===== config.mk =====
export PLATFORM = sky130hd
export DESIGN_NAME = toast_prefetch_unit_flat
export DESIGN_NICKNAME = d
export VERILOG_FILES = /design/src/rtl/toast_prefetch_unit_if.sv /design/src/rtl/toast_prefetch_unit.sv /design/src/flat_wrapper.sv
export SDC_FILE = /design/constraint.sdc
export NUM_CORES = 1
export LEC_CHECK = 0
export ABC_AREA = 1
export CORE_AREA = 5 5 207 209
export DETAILED_ROUTE_END_ITERATION = 6
export DIE_AREA = 0 0 212 214
export PLACE_DENSITY = 0.57
export SYNTH_ARGS = -nofsm -noshare
export SYNTH_HDL_FRONTEND = slang
export SYNTH_SLANG_ARGS = --single-unit

===== constraint.sdc =====
create_clock -name i_clk -period 13.2 [get_ports i_clk]
set_clock_uncertainty 0.1 [all_clocks]
set_input_delay 2.64 -clock i_clk [delete_from_list [all_inputs] [get_ports i_clk]]
set_output_delay 2.64 -clock i_clk [all_outputs]
set_load 0.05 [all_outputs]

===== src/rtl/toast_prefetch_unit_if.sv =====
// Purpose: bundles the redirect, ID-side and imem-side signals of the Toast prefetch unit.
// Latency: none, this is wiring only.
// Backpressure: carries if_ready (ID stall) and imem_gnt (memory stall) back to the prefetch unit.
interface toast_prefetch_unit_if #(
   parameter int unsigned XLEN = 32
);
   logic            redirect_valid;
   logic [XLEN-1:0] redirect_pc;
   logic            if_valid;
   logic            if_ready;
   logic [31:0]     if_instruction;
   logic [XLEN-1:0] if_pc;
   logic            imem_req;
   logic [XLEN-1:0] imem_addr;
   logic            imem_gnt;
   logic            imem_rvalid;
   logic [31:0]     imem_rdata;

   // Prefetch unit side.
   modport slave (
      input  redirect_valid, redirect_pc, if_ready, imem_gnt, imem_rvalid, imem_rdata,
      output if_valid, if_instruction, if_pc, imem_req, imem_addr
   );

   // Pipeline/memory environment side.
   modport master (
      output redirect_valid, redirect_pc, if_ready, imem_gnt, imem_rvalid, imem_rdata,
      input  if_valid, if_instruction, if_pc, imem_req, imem_addr
   );
endinterface


===== src/rtl/toast_prefetch_unit.sv =====
// Purpose: sequential instruction prefetch into a DEPTH-entry {pc, instr} buffer, with redirect flush/squash.
// Latency: redirect -> IF valid in 3 cycles; 2 cycles when TOAST_PF_BYPASS_EN routes rdata straight to IF.
// Backpressure: fetches are credit-limited (buffered + in flight <= DEPTH); if_ready low holds the head stable.
module toast_prefetch_unit #(
   parameter int unsigned     XLEN     = 32,
   parameter int unsigned     DEPTH    = 4,
   parameter logic [XLEN-1:0] RESET_PC = '0
) (
   input  logic                  i_clk,
   input  logic                  i_rst,
   toast_prefetch_unit_if.slave  io_pf
);
   localparam int unsigned     CW      = $clog2(DEPTH + 1);
   localparam int unsigned     PW      = $clog2(DEPTH);
   localparam logic [CW:0]     W_DEPTH = (CW + 1)'(DEPTH);
   localparam logic [XLEN-1:0] W_RPC   = {RESET_PC[XLEN-1:2], 2'b00};
   localparam logic [XLEN-1:0] W_FOUR  = XLEN'(4);

   logic [XLEN-1:0] r_fetch_pc;
   logic [XLEN-1:0] r_resp_pc;
   logic [CW-1:0]   r_count;
   logic [CW-1:0]   r_outst;
   logic [CW-1:0]   r_discard;
   logic [PW-1:0]   r_rd_ptr;
   logic [PW-1:0]   r_wr_ptr;
   logic [XLEN-1:0] r_mem_pc  [DEPTH];
   logic [31:0]     r_mem_ins [DEPTH];

   logic [CW:0]     w_used;
   logic            w_req;
   logic            w_gnt;
   logic            w_empty;
   logic            w_live;
   logic            w_byp;
   logic            w_valid;
   logic            w_pop;
   logic            w_push;
   logic [CW-1:0]   w_outst_nxt;
   logic [XLEN-1:0] w_redir_pc;

   assign w_used      = {1'b0, r_count} + {1'b0, r_outst};
   assign w_req       = !i_rst && !io_pf.redirect_valid && (w_used < W_DEPTH);
   assign w_gnt       = w_req && io_pf.imem_gnt;
   assign w_empty     = (r_count == '0);
   // A response is live only once every pre-redirect response has drained.
   assign w_live      = io_pf.imem_rvalid && (r_discard == '0) && !io_pf.redirect_valid;
   assign w_outst_nxt = r_outst + CW'(w_gnt) - CW'(io_pf.imem_rvalid);
   assign w_redir_pc  = {io_pf.redirect_pc[XLEN-1:2], 2'b00};

`ifdef TOAST_PF_BYPASS_EN
   assign w_byp = w_empty && (r_discard == '0) && io_pf.imem_rvalid;
`else
   assign w_byp = 1'b0;
`endif

   assign w_valid = !i_rst && (!w_empty || w_byp) && !io_pf.redirect_valid;
   assign w_pop   = w_valid && io_pf.if_ready && !w_empty;
   // A bypassed word taken by ID in its arrival cycle never enters the buffer.
   assign w_push  = w_live && !(w_byp && io_pf.if_ready);

   assign io_pf.imem_req  = w_req;
   assign io_pf.imem_addr = r_fetch_pc;
   assign io_pf.if_valid  = w_valid;

`ifdef TOAST_PF_BYPASS_EN
   assign io_pf.if_instruction = w_byp ? io_pf.imem_rdata : r_mem_ins[r_rd_ptr];
   assign io_pf.if_pc          = w_byp ? r_resp_pc        : r_mem_pc[r_rd_ptr];
`else
   assign io_pf.if_instruction = r_mem_ins[r_rd_ptr];
   assign io_pf.if_pc          = r_mem_pc[r_rd_ptr];
`endif

   // PCs, pointers and credit counters; a redirect flushes the buffer and squashes what is in flight.
   always_ff @(posedge i_clk) begin
      if (i_rst) begin
         r_fetch_pc <= W_RPC;
         r_resp_pc  <= W_RPC;
         r_count    <= '0;
         r_outst    <= '0;
         r_discard  <= '0;
         r_rd_ptr   <= '0;
         r_wr_ptr   <= '0;
      end else if (io_pf.redirect_valid) begin
         r_fetch_pc <= w_redir_pc;
         r_resp_pc  <= w_redir_pc;
         r_count    <= '0;
         r_rd_ptr   <= '0;
         r_wr_ptr   <= '0;
         r_outst    <= w_outst_nxt;
         r_discard  <= w_outst_nxt;
      end else begin
         if (w_gnt) begin
            r_fetch_pc <= r_fetch_pc + W_FOUR;
         end
         r_outst <= w_outst_nxt;
         if (io_pf.imem_rvalid && (r_discard != '0)) begin
            r_discard <= r_discard - CW'(1);
         end
         if (w_live) begin
            r_resp_pc <= r_resp_pc + W_FOUR;
         end
         if (w_push) begin
            r_wr_ptr <= r_wr_ptr + PW'(1);
         end
         if (w_pop) begin
            r_rd_ptr <= r_rd_ptr + PW'(1);
         end
         r_count <= r_count + CW'(w_push) - CW'(w_pop);
      end
   end

   // Buffer storage; cleared on reset so the IF outputs read zero until the first word lands.
   always_ff @(posedge i_clk) begin
      if (i_rst) begin
         for (int i = 0; i < int'(DEPTH); i++) begin
            r_mem_pc[i]  <= '0;
            r_mem_ins[i] <= '0;
         end
      end else if (w_push) begin
         r_mem_pc[r_wr_ptr]  <= r_resp_pc;
         r_mem_ins[r_wr_ptr] <= io_pf.imem_rdata;
      end
   end

   // Overflow or a discard count above the in-flight count means the credit accounting is broken.
   always_ff @(posedge i_clk) begin
      if (!i_rst) begin
         assert (!(w_push && (r_count == CW'(DEPTH))));
         assert (r_discard <= r_outst);
      end
   end
endmodule


===== src/flat_wrapper.sv =====
// flat-port wrapper written by rule: the top's interface ports become plain ports
module toast_prefetch_unit_flat 
#(
   parameter int unsigned     XLEN     = 32,
   parameter int unsigned     DEPTH    = 4,
   parameter logic [XLEN-1:0] RESET_PC = '0
)
  (i_clk, i_rst, io_pf_redirect_valid, io_pf_redirect_pc, io_pf_if_ready, io_pf_imem_gnt, io_pf_imem_rvalid, io_pf_imem_rdata, io_pf_if_valid, io_pf_if_instruction, io_pf_if_pc, io_pf_imem_req, io_pf_imem_addr);
  toast_prefetch_unit_if #(.XLEN(XLEN)) io_pf_i ();
  input  logic i_clk;
  input  logic i_rst;
  input wire logic [$bits(io_pf_i.redirect_valid)-1:0] io_pf_redirect_valid;
  input wire logic [$bits(io_pf_i.redirect_pc)-1:0] io_pf_redirect_pc;
  input wire logic [$bits(io_pf_i.if_ready)-1:0] io_pf_if_ready;
  input wire logic [$bits(io_pf_i.imem_gnt)-1:0] io_pf_imem_gnt;
  input wire logic [$bits(io_pf_i.imem_rvalid)-1:0] io_pf_imem_rvalid;
  input wire logic [$bits(io_pf_i.imem_rdata)-1:0] io_pf_imem_rdata;
  output wire logic [$bits(io_pf_i.if_valid)-1:0] io_pf_if_valid;
  output wire logic [$bits(io_pf_i.if_instruction)-1:0] io_pf_if_instruction;
  output wire logic [$bits(io_pf_i.if_pc)-1:0] io_pf_if_pc;
  output wire logic [$bits(io_pf_i.imem_req)-1:0] io_pf_imem_req;
  output wire logic [$bits(io_pf_i.imem_addr)-1:0] io_pf_imem_addr;
  assign io_pf_i.redirect_valid = io_pf_redirect_valid;
  assign io_pf_i.redirect_pc = io_pf_redirect_pc;
  assign io_pf_i.if_ready = io_pf_if_ready;
  assign io_pf_i.imem_gnt = io_pf_imem_gnt;
  assign io_pf_i.imem_rvalid = io_pf_imem_rvalid;
  assign io_pf_i.imem_rdata = io_pf_imem_rdata;
  assign io_pf_if_valid = io_pf_i.if_valid;
  assign io_pf_if_instruction = io_pf_i.if_instruction;
  assign io_pf_if_pc = io_pf_i.if_pc;
  assign io_pf_imem_req = io_pf_i.imem_req;
  assign io_pf_imem_addr = io_pf_i.imem_addr;
  toast_prefetch_unit #(.XLEN(XLEN), .DEPTH(DEPTH), .RESET_PC(RESET_PC)) u_core (.i_clk(i_clk), .i_rst(i_rst), .io_pf(io_pf_i));
endmodule

==> results_dict.tcl <==
set metrics [dict create \
    status "finished, final reports clean" \
    relSlewSlack_pct 31.2 \
    power_frac_clock_pct 38.7 \
    end_kind "output pin" \
    clock_path_buffers 3 \
    track_usage_pct 18.6 \
    dr.pass1.iters 7 \
    synth_cells 1765 \
    cp_max_fo 38 \
    nets 1974 \
    timing.rr.start "u_core.r_discard[0]$_SDFFE_PP0P_" \
    crit_buf_inv 4 \
    hpwl_mm 26.4 \
    layout_commonest_cell "nor2_1" \
    drv_slew 0 \
    numPortBuffers 161 \
    yosysWarnings 0 \
    numCtsBuffers 36 \
    htreeDepth 2 \
    p_int_mw 1.79 \
    synth_edf_count 248 \
    ant_nets 0 \
    drt-total-wl_mm 43.7 \
    hp-start "u_core.r_rd_ptr[1]$_SDFFE_PP0P_" \
    worstSetupPathType "input pin to output pin" \
    yosysUniqueCellTypes 44 \
    rsz0062_at_grt "no" \
    io_pins 168 \
    ys_seq_area_share_pct 57.0 \
    postCtsHoldBufs 0 \
    ys_async_sr_fraction_pct 0 \
    maxUsedRoutingLayer "met4" \
    numClockSinks 323 \
    synthFlopType "edfxtp_1" \
    seqPwrFrac_pct 48.3 \
    crit_required_ns 10.46 \
    via_per_inst 5.13 \
    instances_no_fill 2450 \
    insertedDiodeCount 0 \
    synth_top_area_cell "edfxtp_1" \
    max_stage_delay_ns 0.83 \
    start_util_pct 38.7 \
    multi_input_area_um2 5590 \
    cts.clk_slew.worst_paths_ns 0.06 \
    post_cts_buffers 0 \
    wl_met2_mm 20.3 \
    grt_max_degree 97 \
    syn_area_per_cell_um2 8.90 \
    crit_path_frequent_cell "clkdlybuf4s50_1" \
    worstHoldPathType "register to register" \
    start_kind "input pin" \
    synth_seq_cells 323 \
    power_leakage_nw 6.83 \
    max_cap_violations 0 \
    worst_slew_pin_slew_ns 1.03 \
    min_period_ns 7.54 \
    syn_area_um2 15700 \
    reg2reg_depth 9 \
    fmax_mhz 133 \
    ys_top_cells_by_area "edfxtp_1 (47%), nor2_1 (9.9%), dfxtp_1 (9.6%)" \
    antenna_found_initial 0 \
    swShare_pct 26.8 \
    die_area_um2 45400 \
    drt-met1-wl_mm 20.0 \
    ctsRootBufferMaster "clkbuf_16" \
    cp_slowest_cell "clkdlybuf4s50_1" \
    drive_above_1_share_pct 9.12 \
    cp.depth 6 \
    crit_arrival_ns 4.80 \
    combPwrFrac_pct 13.0 \
    syn_to_final_growth_pct 19.9 \
    power.density_nw_per_um2 130 \
    wl_per_cell_um 17.8 \
    fp.dieW_um 212 \
    place_congestion 0.894 \
    drc 0 \
    crit_family "buffers and inverters" \
    core-area_um2 40600 \
    post_cts_resized 0 \
    r2r_end "u_core.r_mem_pc[0][13]$_SDFFCE_PN0P_" \
    dr_wl_met3_mm 2.57 \
    grt_pass1_vias 12409 \
    finalSetupViolations 0 \
    power.net_switching_mw 0.655 \
    hold_depth 2 \
    vias 12564 \
    grt-ovfl-total 0 \
    hold_viol_final 0 \
    drt_iter0_drc 1027 \
    seq_area_um2 8950 \
    irDropWorstVdd_mv 0.0755 \
    rows 74 \
    ff2ff_setup_slack_ns 9.67 \
    synth_top_area_share_pct 47.4 \
    cts_tree "done" \
    die_h_um 214 \
    fillers 3936 \
    layout_common_cells "nor2_1 (413), edfxtp_1 (248), nand2_1 (216)" \
    insertion_delay_ns 0.52 \
    fin_crit_sh_pct 57.1 \
    worstPathCellList "clkdlybuf4s50_1 -> buf_4 -> nor2_8 -> inv_4 -> nor2_1 -> clkdlybuf4s50_1" \
    placed_cells 2386 \
    grt_pass1_wl_mm 67.5 \
    fin_setup_tns_ns 0 \
]
stage by stage:
| step | util, % | power, mW | worst slack [ns] | instance area, um2 | hold WS (ns) |
|---|---|---|---|---|---|
| floorplan | - | 1.41 | 5.13 | 15700 | 0.337 |
| CTS | 46.3 | 2.47 | 5.59 | 18800 | 0.359 |
| finish | 46.3 | 2.44 | 5.66 | 18800 | 0.363 |
| global placement | 43.6 | 1.52 | 5.60 | 17700 | 0.347 |
| global route | 46.3 | 2.54 | 5.56 | 18800 | 0.386 |
| detailed placement | 43.6 | 1.52 | 5.60 | 17700 | 0.348 |
worst max path at each step:
stage	endpoint	slack [ns]	from
3_5_place_dp	io_pf_if_valid	5.60	i_rst
4_1_cts	io_pf_if_valid	5.59	i_rst
3_3_place_gp	io_pf_if_valid	5.60	i_rst
2_1_floorplan	u_core.r_mem_ins[3][0]$_DFFE_PP_	5.13	io_pf_redirect_valid
6_report	io_pf_if_valid	5.66	i_rst
5_1_grt	io_pf_if_valid	5.56	i_rst
state kept, by name, summed over array words and instances, names as in the netlist, named ones only:
register / cells
u_core.io_pf.imem_addr: 30
u_core.r_discard: 3
u_core.r_outst: 3
u_core.r_count: 3
u_core.r_rd_ptr: 2
u_core.r_resp_pc: 30
u_core.r_mem_ins: 128
u_core.r_wr_ptr: 2
u_core.r_mem_pc: 120
cell families (layout without fill, tap and decap cells):
group           Yosys count  in the layout  share of synthesized area, %
compound gates          326            326                          11.1
xor+xnor                 14             14                         0.780
fa+ha+maj                12             12                          1.05
buf+inv                 303            453                          7.88
flops                   323            323                          57.0
other cells               1              4                        0.0239
simple gates            786            786                          22.2
layer usage:
layer	vias to the layer above	global-route usage, %
li1	6089	-
met1	6032	26.0
met2	389	30.4
met3	54	2.91
met4	0	4.42
met5	-	0
worst register-to-register path: stages, from the launching register on:
cell and delay, ns:
dfxtp_1 0.31, inv_1 0.07, ha_1 0.14, inv_1 0.04, nor2_1 0.10, nand2_2 0.16, nor2_8 0.37, nand3_4 0.76
nand2_2 0.22, buf_4 0.81
synthesized netlist by cell type, types with 4 or more instances:
master	n
dfxtp_1	75
nand2_1	219
clkbuf_1	66
a31oi_1	7
o211ai_1	6
inv_2	40
a21oi_1	61
nand4_1	15
ha_1	10
o22ai_1	62
nand3_1	66
nand2_2	6
edfxtp_1	248
nor2_4	41
nor2_1	413
inv_1	170
nor2_2	7
buf_6	9
nor3_1	8
o21ai_0	183
xor2_1	12
buf_2	7
buf_4	4
power by group through the flow:
stage                     combinational (mW)  sequential (mW)  clock [mW]
after global placement                 0.318             1.20           0
after floorplan                        0.189             1.22           0
final                                  0.318             1.18       0.945
after global routing                   0.345             1.19        1.01
after CTS                              0.322             1.18       0.965
after detailed placement               0.321             1.20           0
area by class of cell:
| class | count | area share [%] |
|---|---|---|
| clock buffer | 45 | 4.96 |
| clock inverter | 19 | 0.831 |
| inverter | 213 | 4.31 |
| multi-input combinational | 1142 | 29.7 |
| sequential | 323 | 47.5 |
| tap | 532 | 3.53 |
| timing repair buffer | 176 | 9.13 |
Power figures use the tool's default switching activity.
